===== src/rtl/icosoc_tonegen_pkg.sv =====
// Shared definitions for the tone generator: register map, field widths,
// CTRL/STATUS bit positions and the bus-acknowledge state encoding.
package icosoc_tonegen_pkg;

  localparam int unsigned PERIOD_W  = 16;   // half-period in microseconds
  localparam int unsigned DUR_W     = 16;   // note duration in milliseconds
  localparam int unsigned US_PER_MS = 1000;

  // Register offset within a channel, taken from ctrl_addr[3:2]
  typedef enum logic [1:0] {
    REG_PERIOD   = 2'd0,
    REG_DURATION = 2'd1,
    REG_CTRL     = 2'd2,
    REG_STATUS   = 2'd3
  } reg_sel_e;

  localparam int unsigned CTRL_EN_BIT     = 0;
  localparam int unsigned STAT_ACTIVE_BIT = 0;
  localparam int unsigned STAT_DONE_BIT   = 1;

  typedef enum logic {
    ACC_IDLE,
    ACC_ACK
  } acc_state_e;

endpackage


===== src/rtl/icosoc_mod_tonegen_if.sv =====
// Control bus of the tone generator.
//   ctrl_wr   : per-byte write strobes
//   ctrl_rd   : read strobe
//   ctrl_addr : byte address, [7:4] channel, [3:2] register
//   ctrl_wdat : write data
//   ctrl_rdat : read data, valid only in the ctrl_done cycle
//   ctrl_done : one-cycle access acknowledge
interface icosoc_mod_tonegen_if;
  logic [3:0]  ctrl_wr;
  logic        ctrl_rd;
  logic [15:0] ctrl_addr;
  logic [31:0] ctrl_wdat;
  logic [31:0] ctrl_rdat;
  logic        ctrl_done;

  modport master (
    output ctrl_wr, ctrl_rd, ctrl_addr, ctrl_wdat,
    input  ctrl_rdat, ctrl_done
  );

  modport slave (
    input  ctrl_wr, ctrl_rd, ctrl_addr, ctrl_wdat,
    output ctrl_rdat, ctrl_done
  );
endinterface


===== src/rtl/tonegen_channel.sv =====
// One tone channel: PERIOD/DURATION/enable/done registers, phase counter,
// remaining-duration counter and the registered square-wave output.
//   clk, reset            : clock, asynchronous active-high reset
//   us_tick, ms_tick      : shared timebase strobes
//   wstrb, wdat           : byte strobes [1:0] and data [15:0] of a bus write
//   wr_period/wr_duration : write the PERIOD / DURATION register
//   wr_ctrl               : write CTRL (byte 0 strobe already qualified)
//   clr_done              : write-1-to-clear of the done flag
//   period .. done        : register values for readback
//   tone                  : square-wave output
module tonegen_channel
  import icosoc_tonegen_pkg::*;
(
  input  logic                clk,
  input  logic                reset,
  input  logic                us_tick,
  input  logic                ms_tick,
  input  logic [1:0]          wstrb,
  input  logic [PERIOD_W-1:0] wdat,
  input  logic                wr_period,
  input  logic                wr_duration,
  input  logic                wr_ctrl,
  input  logic                clr_done,
  output logic [PERIOD_W-1:0] period,
  output logic [DUR_W-1:0]    duration,
  output logic                enable,
  output logic                active,
  output logic                done,
  output logic                tone
);

  logic [PERIOD_W-1:0] period_q, cnt_q, period_new;
  logic [DUR_W-1:0]    dur_q, rem_q, dur_new;
  logic                en_q, done_q, tone_q, active_w;

  assign period_new = {wstrb[1] ? wdat[15:8] : period_q[15:8],
                       wstrb[0] ? wdat[7:0]  : period_q[7:0]};
  assign dur_new    = {wstrb[1] ? wdat[15:8] : dur_q[15:8],
                       wstrb[0] ? wdat[7:0]  : dur_q[7:0]};
  assign active_w   = en_q && (period_q != '0);

  // Later assignments in this block take priority: bus writes override the
  // tone/duration engine when they land in the same cycle.
  always_ff @(posedge clk or posedge reset) begin
    if (reset) begin
      period_q <= '0;
      dur_q    <= '0;
      rem_q    <= '0;
      cnt_q    <= '0;
      en_q     <= 1'b0;
      done_q   <= 1'b0;
      tone_q   <= 1'b0;
    end else begin
      if (!active_w) begin
        cnt_q  <= '0;
        tone_q <= 1'b0;
      end else if (us_tick) begin
        if (cnt_q == period_q - 1'b1) begin
          cnt_q  <= '0;
          tone_q <= ~tone_q;
        end else begin
          cnt_q <= cnt_q + 1'b1;
        end
      end

      // rem 0 is treated like 1 so a stale zero can never wrap around
      if (active_w && (dur_q != '0) && ms_tick) begin
        if (rem_q <= DUR_W'(1)) begin
          en_q   <= 1'b0;
          tone_q <= 1'b0;
          cnt_q  <= '0;
          rem_q  <= '0;
          done_q <= 1'b1;
        end else begin
          rem_q <= rem_q - 1'b1;
        end
      end

      if (wr_period) begin
        period_q <= period_new;
        cnt_q    <= '0;
      end

      if (wr_duration) begin
        dur_q <= dur_new;
        if (en_q) rem_q <= dur_new;
      end

      if (wr_ctrl) begin
        en_q <= wdat[CTRL_EN_BIT];
        if (!wdat[CTRL_EN_BIT]) begin
          tone_q <= 1'b0;
          cnt_q  <= '0;
        end else if (!en_q) begin
          rem_q  <= dur_q;
          done_q <= 1'b0;
          tone_q <= 1'b0;
          cnt_q  <= '0;
        end
      end

      if (clr_done) done_q <= 1'b0;
    end
  end

  assign period   = period_q;
  assign duration = dur_q;
  assign enable   = en_q;
  assign active   = active_w;
  assign done     = done_q;
  assign tone     = tone_q;

endmodule


===== src/rtl/icosoc_mod_tonegen.sv =====
// Multi-channel square-wave tone generator with a register bus.
//   clk      : system clock
//   reset    : asynchronous active-high reset
//   ctrl     : register bus (slave side), see icosoc_mod_tonegen_if
//   tone_out : per-channel square-wave outputs, registered
// The top holds the shared us/ms prescalers, the bus decode and the
// acknowledge FSM; each channel lives in tonegen_channel.
module icosoc_mod_tonegen
  import icosoc_tonegen_pkg::*;
#(
  parameter int unsigned NUM_CH    = 4,
  parameter int unsigned CLK_F_MHZ = 20
) (
  input  logic                 clk,
  input  logic                 reset,
  icosoc_mod_tonegen_if.slave  ctrl,
  output logic [NUM_CH-1:0]    tone_out
);

  localparam int unsigned PRE_W = $clog2(CLK_F_MHZ);
  localparam logic [PRE_W-1:0] PRE_LAST = PRE_W'(CLK_F_MHZ - 1);
  localparam logic [9:0]       MS_LAST  = 10'(US_PER_MS - 1);

  logic [PRE_W-1:0] pre_q;
  logic [9:0]       ms_q;
  logic             us_tick, ms_tick;

  assign us_tick = (pre_q == PRE_LAST);
  assign ms_tick = us_tick && (ms_q == MS_LAST);

  always_ff @(posedge clk or posedge reset) begin
    if (reset) begin
      pre_q <= '0;
      ms_q  <= '0;
    end else begin
      pre_q <= us_tick ? '0 : pre_q + 1'b1;
      if (us_tick) ms_q <= ms_tick ? '0 : ms_q + 1'b1;
    end
  end

  // Access acknowledge: a request is taken only from IDLE, so a request
  // still held during the ACK cycle is ignored for that cycle.
  acc_state_e state_q, state_d;
  logic       req, accept;

  assign req = (|ctrl.ctrl_wr) | ctrl.ctrl_rd;

  always_ff @(posedge clk or posedge reset) begin
    if (reset) state_q <= ACC_IDLE;
    else       state_q <= state_d;
  end

  always_comb begin
    state_d = ACC_IDLE;
    accept  = 1'b0;
    if (state_q == ACC_IDLE && req) begin
      state_d = ACC_ACK;
      accept  = 1'b1;
    end
  end

  logic [3:0] ch_idx;
  reg_sel_e   reg_sel;
  logic       page_ok, do_wr, do_rd;

  assign ch_idx  = ctrl.ctrl_addr[7:4];
  assign reg_sel = reg_sel_e'(ctrl.ctrl_addr[3:2]);
  assign page_ok = (ctrl.ctrl_addr[15:8] == 8'h00);
  assign do_wr   = accept && (|ctrl.ctrl_wr) && page_ok;
  assign do_rd   = accept && ctrl.ctrl_rd;

  logic unused_bits;
  assign unused_bits = ^{ctrl.ctrl_wdat[31:16], ctrl.ctrl_addr[1:0]};

  logic [PERIOD_W-1:0] ch_period [NUM_CH];
  logic [DUR_W-1:0]    ch_dur    [NUM_CH];
  logic [NUM_CH-1:0]   ch_en, ch_active, ch_done;

  for (genvar i = 0; i < NUM_CH; i++) begin : g_ch
    logic sel, wr_lo;
    assign sel   = do_wr && (ch_idx == 4'(i));
    assign wr_lo = |ctrl.ctrl_wr[1:0];

    tonegen_channel u_ch (
      .clk         (clk),
      .reset       (reset),
      .us_tick     (us_tick),
      .ms_tick     (ms_tick),
      .wstrb       (ctrl.ctrl_wr[1:0]),
      .wdat        (ctrl.ctrl_wdat[15:0]),
      .wr_period   (sel && wr_lo && reg_sel == REG_PERIOD),
      .wr_duration (sel && wr_lo && reg_sel == REG_DURATION),
      .wr_ctrl     (sel && ctrl.ctrl_wr[0] && reg_sel == REG_CTRL),
      .clr_done    (sel && ctrl.ctrl_wr[0] && reg_sel == REG_STATUS &&
                    ctrl.ctrl_wdat[STAT_DONE_BIT]),
      .period      (ch_period[i]),
      .duration    (ch_dur[i]),
      .enable      (ch_en[i]),
      .active      (ch_active[i]),
      .done        (ch_done[i]),
      .tone        (tone_out[i])
    );
  end

  // Channels at or beyond NUM_CH never match, so they read as zero
  logic [31:0] rd_val;
  always_comb begin
    rd_val = '0;
    for (int unsigned i = 0; i < NUM_CH; i++) begin
      if (page_ok && ch_idx == 4'(i)) begin
        case (reg_sel)
          REG_PERIOD:   rd_val = 32'(ch_period[i]);
          REG_DURATION: rd_val = 32'(ch_dur[i]);
          REG_CTRL:     rd_val[CTRL_EN_BIT] = ch_en[i];
          REG_STATUS: begin
            rd_val[STAT_ACTIVE_BIT] = ch_active[i];
            rd_val[STAT_DONE_BIT]   = ch_done[i];
          end
        endcase
      end
    end
  end

  logic [31:0] rdat_q;
  always_ff @(posedge clk or posedge reset) begin
    if (reset) rdat_q <= '0;
    else       rdat_q <= do_rd ? rd_val : '0;
  end

  assign ctrl.ctrl_rdat = rdat_q;
  assign ctrl.ctrl_done = (state_q == ACC_ACK);

endmodule

===== src/flat_wrapper.sv =====
// flat-port wrapper written by rule: the top's interface ports become plain ports
module icosoc_mod_tonegen_flat import icosoc_tonegen_pkg::*;
#(
  parameter int unsigned NUM_CH    = 4,
  parameter int unsigned CLK_F_MHZ = 20
)
  (clk, reset, tone_out, ctrl_ctrl_wr, ctrl_ctrl_rd, ctrl_ctrl_addr, ctrl_ctrl_wdat, ctrl_ctrl_rdat, ctrl_ctrl_done);
  icosoc_mod_tonegen_if ctrl_i ();
  input  logic clk;
  input  logic reset;
  output logic [NUM_CH-1:0] tone_out;
  input wire logic [$bits(ctrl_i.ctrl_wr)-1:0] ctrl_ctrl_wr;
  input wire logic [$bits(ctrl_i.ctrl_rd)-1:0] ctrl_ctrl_rd;
  input wire logic [$bits(ctrl_i.ctrl_addr)-1:0] ctrl_ctrl_addr;
  input wire logic [$bits(ctrl_i.ctrl_wdat)-1:0] ctrl_ctrl_wdat;
  output wire logic [$bits(ctrl_i.ctrl_rdat)-1:0] ctrl_ctrl_rdat;
  output wire logic [$bits(ctrl_i.ctrl_done)-1:0] ctrl_ctrl_done;
  assign ctrl_i.ctrl_wr = ctrl_ctrl_wr;
  assign ctrl_i.ctrl_rd = ctrl_ctrl_rd;
  assign ctrl_i.ctrl_addr = ctrl_ctrl_addr;
  assign ctrl_i.ctrl_wdat = ctrl_ctrl_wdat;
  assign ctrl_ctrl_rdat = ctrl_i.ctrl_rdat;
  assign ctrl_ctrl_done = ctrl_i.ctrl_done;
  icosoc_mod_tonegen #(.NUM_CH(NUM_CH), .CLK_F_MHZ(CLK_F_MHZ)) u_core (.clk(clk), .reset(reset), .ctrl(ctrl_i), .tone_out(tone_out));
endmodule

===== config.mk =====
export PLATFORM = sky130hd
export DESIGN_NAME = icosoc_mod_tonegen_flat
export DESIGN_NICKNAME = d
export VERILOG_FILES = /design/src/rtl/icosoc_tonegen_pkg.sv /design/src/rtl/icosoc_mod_tonegen_if.sv /design/src/rtl/tonegen_channel.sv /design/src/rtl/icosoc_mod_tonegen.sv /design/src/flat_wrapper.sv
export SDC_FILE = /design/constraint.sdc
export NUM_CORES = 1
export LEC_CHECK = 0
export BUFFER_PORTS_ARGS = -buffer_cell sky130_fd_sc_hd__buf_4
export CAP_MARGIN = 20
export CORE_ASPECT_RATIO = 0.7
export CORE_MARGIN = 1.5
export CORE_UTILIZATION = 30
export DETAILED_ROUTE_END_ITERATION = 12
export GPL_ROUTABILITY_DRIVEN = 1
export PLACE_DENSITY_LB_ADDON = 0.25
export SYNTH_ARGS = -nofsm -noshare
export SYNTH_HDL_FRONTEND = slang
export SYNTH_SLANG_ARGS = --single-unit
export TNS_END_PERCENT = 10

===== constraint.sdc =====
create_clock -name clk -period 25 [get_ports clk]
set_clock_uncertainty 0.1 [all_clocks]
set_input_delay 2.5 -clock clk [delete_from_list [all_inputs] [get_ports clk]]
set_output_delay 2.5 -clock clk [all_outputs]
set_load 0.005 [all_outputs]

==> run metrics <==
Initial Util=0.303; Setup violations, final=0; via count=roughly 14,000; first-pass GRT wire length=87.3 mm; Pre-antenna DRT Iters=5; commonest non-fill, non-tap cell in the layout=dfrtp_1; async set-reset flop share out of synthesis=1.00; critical path's top delay family=simple AND/OR/NAND/NOR gates; Pwr Total=0.00103 W; Least-Margin Pin Slew=1110 ps; sequential-to-total area share from yosys stat=0.426; DRC violations left=0; Final Hold Vio Count=0; Final period util=0.211; Post-synth EDFFs=0; FF-to-FF End=u_core.g_ch[2].u_ch.cnt_q[15]$_DFF_PP0_; P_leak=8.47 nW; Buf+Inv Stages, Crit Path=1; Worst Path Class, Setup=in -> reg; CP max stage delay=660 ps; hold_buf cts=0; PwrDens=52.0 mW/mm2; top cells by area, synth=dfrtp_1 43%, mux2_2 7.5%, xnor2_1 5.3%, xor2_1 4.6%, mux2i_1 3.6%; antenna violations before repair=2; worst-path maximum fanout=13; clock buffer depth=3; largest net degree at the start of global routing=102; Clock Sinks=300; Post-Syn Area=0.0176 mm2; Worst path slowest cell=nor2_1; port bufs=57; gr usage total=0.189; Max-slew headroom=0.251; setup tns final=0 ps; FP Rows=74; Peak VDD IR=~0.056 mV; CTS tree=yes; FMAX=189 MHz; core area=0.0581 mm2; Critical Path Sink Type=flip-flop; RR Startpoint=u_core.g_ch[2].u_ch.period[1]$_DFFE_PP0P_; critical path cell sequence=buf_4 > nor4_1 > nand2_1 > nor2_1 > nand2_1 > o22ai_1 > a21oi_1 > nor2_1; status=completed; vias in the first global route=around 14,000; DP HPWL=41.2 mm; Worst R2R Setup Slack=between 20,000 and 25,000 ps; mean post-synth cell area=roughly 9.6 um2; hold path depth=1; grt ovf=0; Synth area leader=dfrtp_1; Max-Cap Viols=0; Die Y=~200 um; gpl congestion=between 0.9 and 1; CTS root buf=clkbuf_16; drt wl/cell=roughly 22 um; H-tree depth=1; ANT nets after route=0; post-synthesis cell count=between 1,500 and 2,000; DRT iter0 DRCs=around 1,500; Critical Path RT=~25,000 ps; Synth top area share=0.426; Hold WC Path Type=reg -> reg; Main synth FF type=dfrtp_1; FF+latch count, synth=300; startpoint types=input port; fin crit period=5280 ps; synth unique cells=80; hold slack=365 ps; total CTS buffers=31; post-CTS sizing=0; Area Overhead vs Synth=12.0%; share of cells above drive strength 1=0.141; Hold Path End=u_core.pre_q[0]$_DFF_PP0_; post-CTS setup buffers=0; Die ar.=approximately 0.06 mm2; Clk pin slew, worst setup/hold paths=about 60 ps; Synth Warn #=0; vias per cell=roughly 5.5; WL final=56.9 mm; RSZ-0062 raised after global routing=false; IO Count=92; r2r worst-path depth=9; nets@finish=between 1,500 and 2,000; critical path arrival=5620 ps; Min-Delay Startpoint=u_core.pre_q[0]$_DFF_PP0_; die width=293 um; Pins Over Slew Limit=0; most frequent cells in the layout=300 x dfrtp_1, 160 x nor2_1, 150 x nand2_1; worst-skew pair later-pin latency=600 ps
-- logic make-up after synthesis --
group,Yosys count,synth area share
xor+xnor,198,0.0984
simple gates,669,0.196
other cells,1,0.000213
fa+ha+maj,18,0.0128
buf+inv,161,0.0403
compound gates,312,0.115
flops,300,0.426
mux,181,0.111
-- Yosys cell counts (4+ instances only) --
cell type / instances
o211ai_1: 6
buf_2: 6
inv_1: 51
o21ai_1: 15
a31oi_1: 11
a21oi_1: 43
o22ai_1: 28
a221oi_1: 6
and4_1: 6
xor2_1: 92
clkbuf_1: 69
nand3b_1: 8
or3_1: 30
nor3b_1: 8
and2_1: 12
mux2i_1: 64
or4_1: 20
nand4b_1: 5
a2111oi_0: 4
mux2_2: 117
and3_1: 25
buf_4: 22
nor4b_1: 5
o21bai_1: 6
nand2b_1: 13
nor3_1: 65
buf_1: 11
nor4_1: 55
xnor2_1: 106
dfrtp_1: 300
o2111ai_1: 6
ha_1: 18
nor2_1: 160
o21ai_0: 79
nor2b_1: 10
nand3_1: 41
or2_2: 6
a211oi_1: 7
nand2_1: 150
nand4_1: 31
a22oi_1: 65
-- per-stage QoR --
| step | worst slack, ps | util | instances | area [um2] |
|---|---|---|---|---|
| 2_1_floorplan | 14110 | - | 1855 | 17700 |
| 3_3_place_gp | 19130 | 0.320 | 2572 | 18600 |
| 3_5_place_dp | 19190 | 0.321 | 2573 | 18600 |
| 4_1_cts | 19810 | 0.339 | 2631 | 19700 |
| 5_1_grt | 19440 | 0.339 | 2633 | 19700 |
| 6_report | 19720 | 0.339 | 2634 | 19700 |
-- report_power, final --
part           switching [W]   total, W  leakage, nW  internal [W]
logic              0.0000351  0.0000449         3.96    0.00000982
clock network       0.000210   0.000494        0.537      0.000284
registers         0.00000165   0.000488         3.98      0.000486
-- registers in the layout, indices dropped and copies added (netlist names) --
register,flops
u_core.g_ch.u_ch.done,4
u_core.g_ch.u_ch.tone,4
u_core.g_ch.u_ch.cnt_q,64
u_core.pre_q,5
u_core.g_ch.u_ch.period,64
u_core.ctrl.ctrl_done,1
u_core.ctrl.ctrl_rdat,16
u_core.g_ch.u_ch.rem_q,64
u_core.g_ch.u_ch.enable,4
u_core.ms_q,10
u_core.g_ch.u_ch.duration,64
-- worst max-delay path by stage --
| stage | from | to | slack, ps | depth (start not counted) |
|---|---|---|---|---|
| 3_3_place_gp | ctrl_ctrl_addr[9] | u_core.ctrl.ctrl_rdat[2]$_DFF_PP0_ | 19130 | 8 |
| 2_1_floorplan | reset | u_core.ctrl.ctrl_done$_DFF_PP0_ | 14110 | 1 |
| 4_1_cts | ctrl_ctrl_addr[9] | u_core.ctrl.ctrl_rdat[2]$_DFF_PP0_ | 19810 | 8 |
| 3_5_place_dp | ctrl_ctrl_addr[9] | u_core.ctrl.ctrl_rdat[2]$_DFF_PP0_ | 19190 | 8 |
| 5_1_grt | ctrl_ctrl_addr[9] | u_core.ctrl.ctrl_rdat[2]$_DFF_PP0_ | 19440 | 8 |
| 6_report | ctrl_ctrl_addr[9] | u_core.ctrl.ctrl_rdat[2]$_DFF_PP0_ | 19720 | 8 |
-- routing by layer --
layer / wire (um) / up-vias / track usage
met5: 29 / - / 0
li1: - / 6623 / -
met1: 28100 / 7288 / 0.294
met3: 4830 / 70 / 0.0424
met4: 1010 / 4 / 0.0355
met2: 22900 / 504 / 0.264
-- final cells by class --
cell class / instances / area, um2
clock buffer: 44 / 915
sequential: 300 / 7510
timing repair buffer: 70 / 528
inverter: 51 / 199
fill: 5927 / 38400
multi-input combinational: 1394 / 9470
tap: 760 / 951
antenna: 1 / 2.50
clock inverter: 14 / 149
Note: power is estimated with default switching activity, not from simulation.
